[src/rtl/mc_ctrl_pkg.sv]
// Shared encodings for the multi-cycle MIPS-subset controller: states, opcodes,
// function codes, datapath select encodings and the decoded instruction class.
package mc_ctrl_pkg;

    typedef enum logic [2:0] {
        S_FETCH  = 3'd0,
        S_DECODE = 3'd1,
        S_EXEC   = 3'd2,
        S_MEM    = 3'd3,
        S_WB     = 3'd4,
        S_MDWAIT = 3'd5
    } state_t;

    localparam logic [5:0] OP_RTYPE = 6'h00;
    localparam logic [5:0] OP_J     = 6'h02;
    localparam logic [5:0] OP_JAL   = 6'h03;
    localparam logic [5:0] OP_BEQ   = 6'h04;
    localparam logic [5:0] OP_BNE   = 6'h05;
    localparam logic [5:0] OP_BLEZ  = 6'h06;
    localparam logic [5:0] OP_ORI   = 6'h0D;
    localparam logic [5:0] OP_LUI   = 6'h0F;
    localparam logic [5:0] OP_LB    = 6'h20;
    localparam logic [5:0] OP_LH    = 6'h21;
    localparam logic [5:0] OP_LW    = 6'h23;
    localparam logic [5:0] OP_LBU   = 6'h24;
    localparam logic [5:0] OP_SW    = 6'h2B;

    localparam logic [5:0] FN_NOP   = 6'h00;
    localparam logic [5:0] FN_JR    = 6'h08;
    localparam logic [5:0] FN_MFHI  = 6'h10;
    localparam logic [5:0] FN_MFLO  = 6'h12;
    localparam logic [5:0] FN_MULT  = 6'h18;
    localparam logic [5:0] FN_MULTU = 6'h19;
    localparam logic [5:0] FN_DIV   = 6'h1A;
    localparam logic [5:0] FN_DIVU  = 6'h1B;
    localparam logic [5:0] FN_ADDU  = 6'h21;
    localparam logic [5:0] FN_SUBU  = 6'h23;

    localparam logic [2:0] ALU_ADD = 3'd0;
    localparam logic [2:0] ALU_SUB = 3'd1;
    localparam logic [2:0] ALU_OR  = 3'd2;
    localparam logic [2:0] ALU_LUI = 3'd3;

    localparam logic [1:0] EXT_ZERO  = 2'd0;
    localparam logic [1:0] EXT_SIGN  = 2'd1;
    localparam logic [1:0] EXT_UPPER = 2'd2;

    localparam logic [2:0] WD_ALU = 3'd0;
    localparam logic [2:0] WD_MEM = 3'd1;
    localparam logic [2:0] WD_PC  = 3'd2;
    localparam logic [2:0] WD_HI  = 3'd3;
    localparam logic [2:0] WD_LO  = 3'd4;

    localparam logic [1:0] PC_PLUS4  = 2'd0;
    localparam logic [1:0] PC_BRANCH = 2'd1;
    localparam logic [1:0] PC_JUMP   = 2'd2;
    localparam logic [1:0] PC_REG    = 2'd3;

    localparam logic [1:0] MD_MULT  = 2'd0;
    localparam logic [1:0] MD_MULTU = 2'd1;
    localparam logic [1:0] MD_DIV   = 2'd2;
    localparam logic [1:0] MD_DIVU  = 2'd3;

    localparam logic [1:0] LT_WORD  = 2'd0;
    localparam logic [1:0] LT_BYTE  = 2'd1;
    localparam logic [1:0] LT_HALF  = 2'd2;
    localparam logic [1:0] LT_BYTEU = 2'd3;

    localparam logic [1:0] RD_RT = 2'd0;
    localparam logic [1:0] RD_RD = 2'd1;
    localparam logic [1:0] RD_RA = 2'd2;

    typedef enum logic [3:0] {
        IC_NONE, IC_J, IC_JAL, IC_JR, IC_ADDU, IC_SUBU, IC_ORI, IC_LUI,
        IC_LOAD, IC_SW, IC_BEQ, IC_BNE, IC_BLEZ, IC_MULDIV, IC_MFHI, IC_MFLO
    } iclass_t;

    typedef struct packed {
        iclass_t    iclass;
        logic       rtype;
        logic [1:0] load_type;
        logic [1:0] md_op;
    } dec_t;

    // MDWAIT runs while the counter counts down to zero inclusive, hence LAT-1.
    function automatic logic [7:0] lat_preload(input int lat);
        return 8'(lat - 1);
    endfunction

endpackage

[src/rtl/mc_decode.sv]
// Combinational opcode/function decode into an instruction class plus the
// load-extension and mult/div sub-op fields; unknown encodings map to IC_NONE.
module mc_decode
    import mc_ctrl_pkg::*;
(
    input  logic [5:0] op,
    input  logic [5:0] funct,
    output dec_t       dec
);

    always_comb begin
        dec       = '0;
        dec.rtype = (op == OP_RTYPE);
        case (op)
            OP_RTYPE: begin
                case (funct)
                    FN_NOP:   dec.iclass = IC_NONE;
                    FN_JR:    dec.iclass = IC_JR;
                    FN_ADDU:  dec.iclass = IC_ADDU;
                    FN_SUBU:  dec.iclass = IC_SUBU;
                    FN_MFHI:  dec.iclass = IC_MFHI;
                    FN_MFLO:  dec.iclass = IC_MFLO;
                    FN_MULT:  begin dec.iclass = IC_MULDIV; dec.md_op = MD_MULT;  end
                    FN_MULTU: begin dec.iclass = IC_MULDIV; dec.md_op = MD_MULTU; end
                    FN_DIV:   begin dec.iclass = IC_MULDIV; dec.md_op = MD_DIV;   end
                    FN_DIVU:  begin dec.iclass = IC_MULDIV; dec.md_op = MD_DIVU;  end
                    default:  dec.iclass = IC_NONE;
                endcase
            end
            OP_J:    dec.iclass = IC_J;
            OP_JAL:  dec.iclass = IC_JAL;
            OP_BEQ:  dec.iclass = IC_BEQ;
            OP_BNE:  dec.iclass = IC_BNE;
            OP_BLEZ: dec.iclass = IC_BLEZ;
            OP_ORI:  dec.iclass = IC_ORI;
            OP_LUI:  dec.iclass = IC_LUI;
            OP_LW:   begin dec.iclass = IC_LOAD; dec.load_type = LT_WORD;  end
            OP_LB:   begin dec.iclass = IC_LOAD; dec.load_type = LT_BYTE;  end
            OP_LH:   begin dec.iclass = IC_LOAD; dec.load_type = LT_HALF;  end
            OP_LBU:  begin dec.iclass = IC_LOAD; dec.load_type = LT_BYTEU; end
            OP_SW:   dec.iclass = IC_SW;
            default: dec.iclass = IC_NONE;
        endcase
    end

endmodule

[src/rtl/multi_cycle_ctrl.sv]
// Multi-cycle controller FSM: FETCH/DECODE/EXEC/MEM/WB plus a counted MDWAIT.
// Outputs are combinational from state and IR fields and are forced low during reset.
module multi_cycle_ctrl
    import mc_ctrl_pkg::*;
#(
    parameter int MULT_LAT = 5,
    parameter int DIV_LAT  = 10
) (
    input  logic       clk,
    input  logic       reset,
    input  logic [5:0] op,
    input  logic [5:0] funct,
    input  logic       zero,
    input  logic       lez,
    output logic       pc_write,
    output logic [1:0] pc_src,
    output logic       ir_write,
    output logic [2:0] alu_op,
    output logic       alu_src,
    output logic [1:0] ext_op,
    output logic       reg_write,
    output logic [1:0] reg_dst,
    output logic [2:0] wd_sel,
    output logic       mem_read,
    output logic       mem_write,
    output logic [1:0] load_type,
    output logic       md_start,
    output logic [1:0] md_op,
    output logic       md_busy,
    output logic [2:0] state
);

    dec_t       dec;
    state_t     st;
    logic [7:0] cnt;
    logic       taken;
    logic       is_div;

    mc_decode u_decode (
        .op    (op),
        .funct (funct),
        .dec   (dec)
    );

    assign state  = st;
    assign is_div = (dec.md_op == MD_DIV) || (dec.md_op == MD_DIVU);

    always_comb begin
        case (dec.iclass)
            IC_BEQ:  taken = zero;
            IC_BNE:  taken = !zero;
            IC_BLEZ: taken = lez;
            default: taken = 1'b0;
        endcase
    end

    always_ff @(posedge clk or posedge reset) begin
        if (reset) begin
            st  <= S_FETCH;
            cnt <= 8'd0;
        end else begin
            case (st)
                S_FETCH: st <= S_DECODE;
                S_DECODE: begin
                    case (dec.iclass)
                        IC_NONE, IC_J, IC_JAL, IC_JR: st <= S_FETCH;
                        default:                      st <= S_EXEC;
                    endcase
                end
                S_EXEC: begin
                    case (dec.iclass)
                        IC_LOAD, IC_SW: st <= S_MEM;
                        IC_ADDU, IC_SUBU, IC_ORI, IC_LUI, IC_MFHI, IC_MFLO: st <= S_WB;
                        IC_MULDIV: begin
                            st  <= S_MDWAIT;
                            cnt <= is_div ? lat_preload(DIV_LAT) : lat_preload(MULT_LAT);
                        end
                        default: st <= S_FETCH;
                    endcase
                end
                S_MEM: st <= (dec.iclass == IC_SW) ? S_FETCH : S_WB;
                S_WB:  st <= S_FETCH;
                S_MDWAIT: begin
                    // Leaving on zero means the counter is already cleared for next time.
                    if (cnt == 8'd0) st  <= S_FETCH;
                    else             cnt <= cnt - 8'd1;
                end
                default: st <= S_FETCH;
            endcase
        end
    end

    always_comb begin
        pc_write  = 1'b0;
        pc_src    = PC_PLUS4;
        ir_write  = 1'b0;
        alu_op    = ALU_ADD;
        alu_src   = 1'b0;
        ext_op    = EXT_ZERO;
        reg_write = 1'b0;
        reg_dst   = RD_RT;
        wd_sel    = WD_ALU;
        mem_read  = 1'b0;
        mem_write = 1'b0;
        load_type = LT_WORD;
        md_start  = 1'b0;
        md_op     = MD_MULT;
        md_busy   = 1'b0;
        if (!reset) begin
            case (st)
                S_FETCH: begin
                    ir_write = 1'b1;
                    pc_write = 1'b1;
                    pc_src   = PC_PLUS4;
                end
                S_DECODE: begin
                    case (dec.iclass)
                        IC_J: begin
                            pc_write = 1'b1;
                            pc_src   = PC_JUMP;
                        end
                        IC_JAL: begin
                            pc_write  = 1'b1;
                            pc_src    = PC_JUMP;
                            reg_write = 1'b1;
                            reg_dst   = RD_RA;
                            wd_sel    = WD_PC;
                        end
                        IC_JR: begin
                            pc_write = 1'b1;
                            pc_src   = PC_REG;
                        end
                        default: ;
                    endcase
                end
                S_EXEC: begin
                    case (dec.iclass)
                        IC_ADDU: alu_op = ALU_ADD;
                        IC_SUBU: alu_op = ALU_SUB;
                        IC_ORI: begin
                            alu_op  = ALU_OR;
                            ext_op  = EXT_ZERO;
                            alu_src = 1'b1;
                        end
                        IC_LUI: begin
                            alu_op  = ALU_LUI;
                            ext_op  = EXT_UPPER;
                            alu_src = 1'b1;
                        end
                        IC_LOAD, IC_SW: begin
                            alu_op  = ALU_ADD;
                            ext_op  = EXT_SIGN;
                            alu_src = 1'b1;
                        end
                        IC_BEQ, IC_BNE, IC_BLEZ: begin
                            alu_op   = ALU_SUB;
                            ext_op   = EXT_SIGN;
                            pc_write = taken;
                            pc_src   = taken ? PC_BRANCH : PC_PLUS4;
                        end
                        IC_MULDIV: begin
                            md_start = 1'b1;
                            md_op    = dec.md_op;
                        end
                        default: ;
                    endcase
                end
                S_MEM: begin
                    if (dec.iclass == IC_SW) begin
                        mem_write = 1'b1;
                    end else begin
                        mem_read  = 1'b1;
                        load_type = dec.load_type;
                    end
                end
                S_WB: begin
                    reg_write = 1'b1;
                    reg_dst   = dec.rtype ? RD_RD : RD_RT;
                    case (dec.iclass)
                        IC_LOAD: begin
                            wd_sel    = WD_MEM;
                            mem_read  = 1'b1;
                            load_type = dec.load_type;
                        end
                        IC_MFHI: wd_sel = WD_HI;
                        IC_MFLO: wd_sel = WD_LO;
                        default: wd_sel = WD_ALU;
                    endcase
                end
                S_MDWAIT: md_busy = 1'b1;
                default: ;
            endcase
        end
    end

endmodule

[config.mk]
export PLATFORM = sky130hd
export DESIGN_NAME = multi_cycle_ctrl
export DESIGN_NICKNAME = d
export VERILOG_FILES = /design/src/rtl/mc_ctrl_pkg.sv /design/src/rtl/mc_decode.sv /design/src/rtl/multi_cycle_ctrl.sv
export SDC_FILE = /design/constraint.sdc
export NUM_CORES = 1
export LEC_CHECK = 0
export BUFFER_PORTS_ARGS = -buffer_cell sky130_fd_sc_hd__buf_4
export CAP_MARGIN = 0
export CORE_MARGIN = 2
export CORE_UTILIZATION = 52
export CTS_CLUSTER_DIAMETER = 40
export DETAILED_ROUTE_END_ITERATION = 10
export PLACE_DENSITY = 0.81
export SLEW_MARGIN = 20
export SYNTH_ARGS = -nofsm -noshare
export SYNTH_HDL_FRONTEND = slang
export SYNTH_HIERARCHICAL = 1
export SYNTH_SLANG_ARGS = --single-unit
export TNS_END_PERCENT = 20
[constraint.sdc]
create_clock -name clk -period 2.85 [get_ports clk]
set_input_delay 0.285 -clock clk [delete_from_list [all_inputs] [get_ports clk]]
set_output_delay 0.285 -clock clk [all_outputs]
set_load 0.01 [all_outputs]
==> Flow_metrics.wiki <==
{| class="wikitable"
! Metric !! Value
|-
| Outcome || complete, no violations
|-
| Post-cts repair resize count || 0
|-
| Cts-stage hold buffer count || 0
|-
| CTS tree || done
|-
| Fin crit share || 94.4%
|-
| Critical-path maximum fanout || 14
|-
| Clock latency on the worst-skew pair || between 0.2 and 0.3 ns
|-
| Global placement routability congestion || about 0.84
|-
| Crit path kind || in -> out
|-
| CTS clk-pin slew, worst paths || about 0.08 ns
|-
| Most frequent cells in the layout || sky130_fd_sc_hd__buf_4, sky130_fd_sc_hd__nor2_1, sky130_fd_sc_hd__nand2_1
|-
| Detail-routed via count per cell || about 6
|-
| Final worst path period need || between 2 and 3 ns
|-
| First-pass GRT wire length || 6330 µm
|-
| Effective utilization at floorplan || between 50 and 60%
|-
| Synthesized instance count || 190
|-
| Post-CTS Setup Bufs || 0
|-
| Register cell area after layout || about 280 µm²
|-
| Ys async rst share || 100%
|-
| Final-stage net count || 244
|-
| Number of core rows || 18
|-
| Placed Cells || approximately 250
|-
| Dominant cell type by area after synthesis || sky130_fd_sc_hd__dfrtp_1
|-
| Cell at the root of the clock tree || sky130_fd_sc_hd__clkbuf_4
|-
| Finished Layout Cells || between 200 and 300
|-
| LEAKAGE || between 0.7 and 0.8 nW
|-
| Crit path DAT || around 2.4 ns
|-
| Required time worst endpoint || around 2.6 ns
|-
| Vias in the first global route || approximately 1400
|-
| Unrepaired setup endpoints after global routing || no
|-
| Inserted Clock Buffers || 3
|-
| Grt total ovfl || 0
|-
| Post-route DRC || 0
|-
| Gr usage total || 24.5%
|-
| Minimum setup slack among reg-to-reg paths || a little under 1 ns
|-
| Number of max-cap violations || 0
|-
| Maximum clock frequency || about 0.37 GHz
|-
| Slew @ Worst Pin || approximately 0.53 ns
|-
| Synth warnings || 6
|-
| Io pins || 43
|-
| Setup TNS || 0 ns
|-
| Number of H-tree levels || 1
|-
| Initial antenna violation count || 0
|-
| WL/cell || 14.8 µm
|-
| CP endpoint kind || output pin
|-
| Worst VDD drop || roughly 0.48 mV
|-
| Number of input and output port buffers inserted || around 40
|-
| Worst hold path class || in -> async
|-
| DRT iter0 DRCs || 53
|-
| Post-synthesis to final-layout area growth || 24.6%
|-
| Area of the die || ~3100 µm²
|-
| Pin count of the biggest net entering global routing || 17
|-
| Syn_area_per_cell || roughly 7.3 µm²
|-
| Number of diodes added for antenna fixing || 0
|-
| Clk sink count || 11
|-
| Combined area of all synthesized cells || roughly 1400 µm²
|-
| Number of flops mapped to enable cells by yosys || 0
|-
| Overall die height || approximately 56 µm
|-
| Largest clock skew in the final design || 0.0125 ns
|-
| Final routed wirelength across all metal layers || around 3800 µm
|-
| Remaining number of nets flagged by the antenna check after routing || 0
|-
| First drt pass iteration count || 4
|-
| Die X || 55.8 µm
|-
| Area of the core || 2500 µm²
|-
| Share of cells above drive strength 1 || 28.0%
|-
| Count of final setup violators || 0
|-
| Syn nets || between 200 and 250
|-
| Total placed instance area || approximately 1700 µm²
|-
| Final hold slack || 0.104 ns
|-
| Register area share after synthesis || roughly a fifth
|-
| Area occupied by multi-input gates || roughly 1000 µm²
|-
| Clock Tree Buf Depth || 2
|-
| Final Hold Violating Endpoints || 0
|-
| Flip-flop and latch count after synthesis || 11
|-
| Detailed-route via count || between 1500 and 2000
|-
| Final core utilization || 69.4%
|-
| Filler cell count in the final layout || between 200 and 250
|-
| Worst rel slew slack || between 60 and 70%
|-
| Power per Cell Area || about 530 nW/µm²
|-
| Predominant post-synthesis flop cell || sky130_fd_sc_hd__dfrtp_1
|-
| Final design area excluding fillers || 1740 µm²
|-
| Detailed Place HPWL || ~2900 µm
|-
| Area fraction of the dominant cell type after synthesis || 19.8%
|-
| Startpoint kind of the worst setup timing path || input pin
|-
| Distinct cell type count of the synthesized netlist || 63
|-
| Cell types with the largest area share after synthesis || sky130_fd_sc_hd__dfrtp_1, sky130_fd_sc_hd__nor2_1, sky130_fd_sc_hd__nand2_1
|-
| Slew Viols, Final || 0
|-
| Commonest non-fill, non-tap cell in the layout || sky130_fd_sc_hd__buf_4
|}
final timing paths:
kind,from,end,depth (start not counted)
max,op[2],load_type[0],11
min,reset,state[1],2
max reg2reg,cnt[0],cnt[0],6
min reg2reg,cnt[1],cnt[1],2
max in group asynchronous,reset,cnt[4],2
min in group clk,cnt[1],cnt[1],2
layout make-up:
class	count	area share, %
clock buffers	4	1.51
multi-input cells	159	58.8
well taps	30	2.16
flip-flops and latches	11	15.9
repair buffers	46	20.6
inverters	5	1.08
metal layers:
metal	wire length, µm	up-vias	GRT usage [%]
met3	240	10	3.49
met2	1940	73	42.3
met5	0	-	0
li1	-	762	-
met4	83	0	9.76
met1	1520	729	30.4
synthesized netlist by cell type (all sizes together) (2+ instances only):
cell	number
a211o	2
nor2b	3
nand3	8
and2	4
a21boi	3
and3b	2
nand2	16
a22oi	2
dfrtp	11
nand4	3
mux2i	2
or4	3
o21ai	11
buf	10
nand2b	6
nor4b	2
a211oi	2
nand3b	2
o31ai	2
a21oi	7
nor3	7
o2bb2ai	2
nor2	27
a31oi	2
clkbuf	5
or3	2
nor4	6
inv	5
and3	4
ha	2
nor3b	4
xor2	4
kinds of logic after synthesis:
group / count (synthesis) / synth area share (%)
AO/OA/AOI/OAI: 43 / 22.4
XOR/XNOR: 5 / 3.14
adder cells (fa/ha/maj): 3 / 2.52
buffers and inverters: 20 / 7.46
flip-flops: 11 / 19.8
multiplexers: 3 / 2.25
other: 1 / 0.269
AND/OR/NAND/NOR: 104 / 42.2
flip-flops by register name, indices dropped and copies added, names as in the netlist:
register	cells
cnt	8
state	3
critical path, cell delays in order:
cell	delay, ns
sky130_fd_sc_hd__buf_4	0.14
sky130_fd_sc_hd__or4_4	0.57
sky130_fd_sc_hd__nor2_1	0.13
sky130_fd_sc_hd__o21ai_0	0.10
sky130_fd_sc_hd__a21boi_1	0.23
sky130_fd_sc_hd__buf_12	0.17
sky130_fd_sc_hd__nor2_1	0.07
sky130_fd_sc_hd__and3_1	0.22
sky130_fd_sc_hd__a211oi_2	0.21
sky130_fd_sc_hd__and2_1	0.17
sky130_fd_sc_hd__buf_4	0.12
per-stage QoR:
step / power (W) / worst slack [ns]
floorplan: 0.000652 / 0.167
global placement: 0.000781 / 0.230
detailed placement: 0.000794 / 0.132
CTS: 0.000903 / 0.138
global route: 0.000985 / 0.0160
finish: 0.000915 / 0.159
power breakdown:
part | internal, W | switching, W
Combinational | 0.000218 | 0.000244
Sequential | 0.000223 | 0.000123
Clock | 0.0000541 | 0.0000527
No activity file was read; power rests on OpenSTA's default activity.
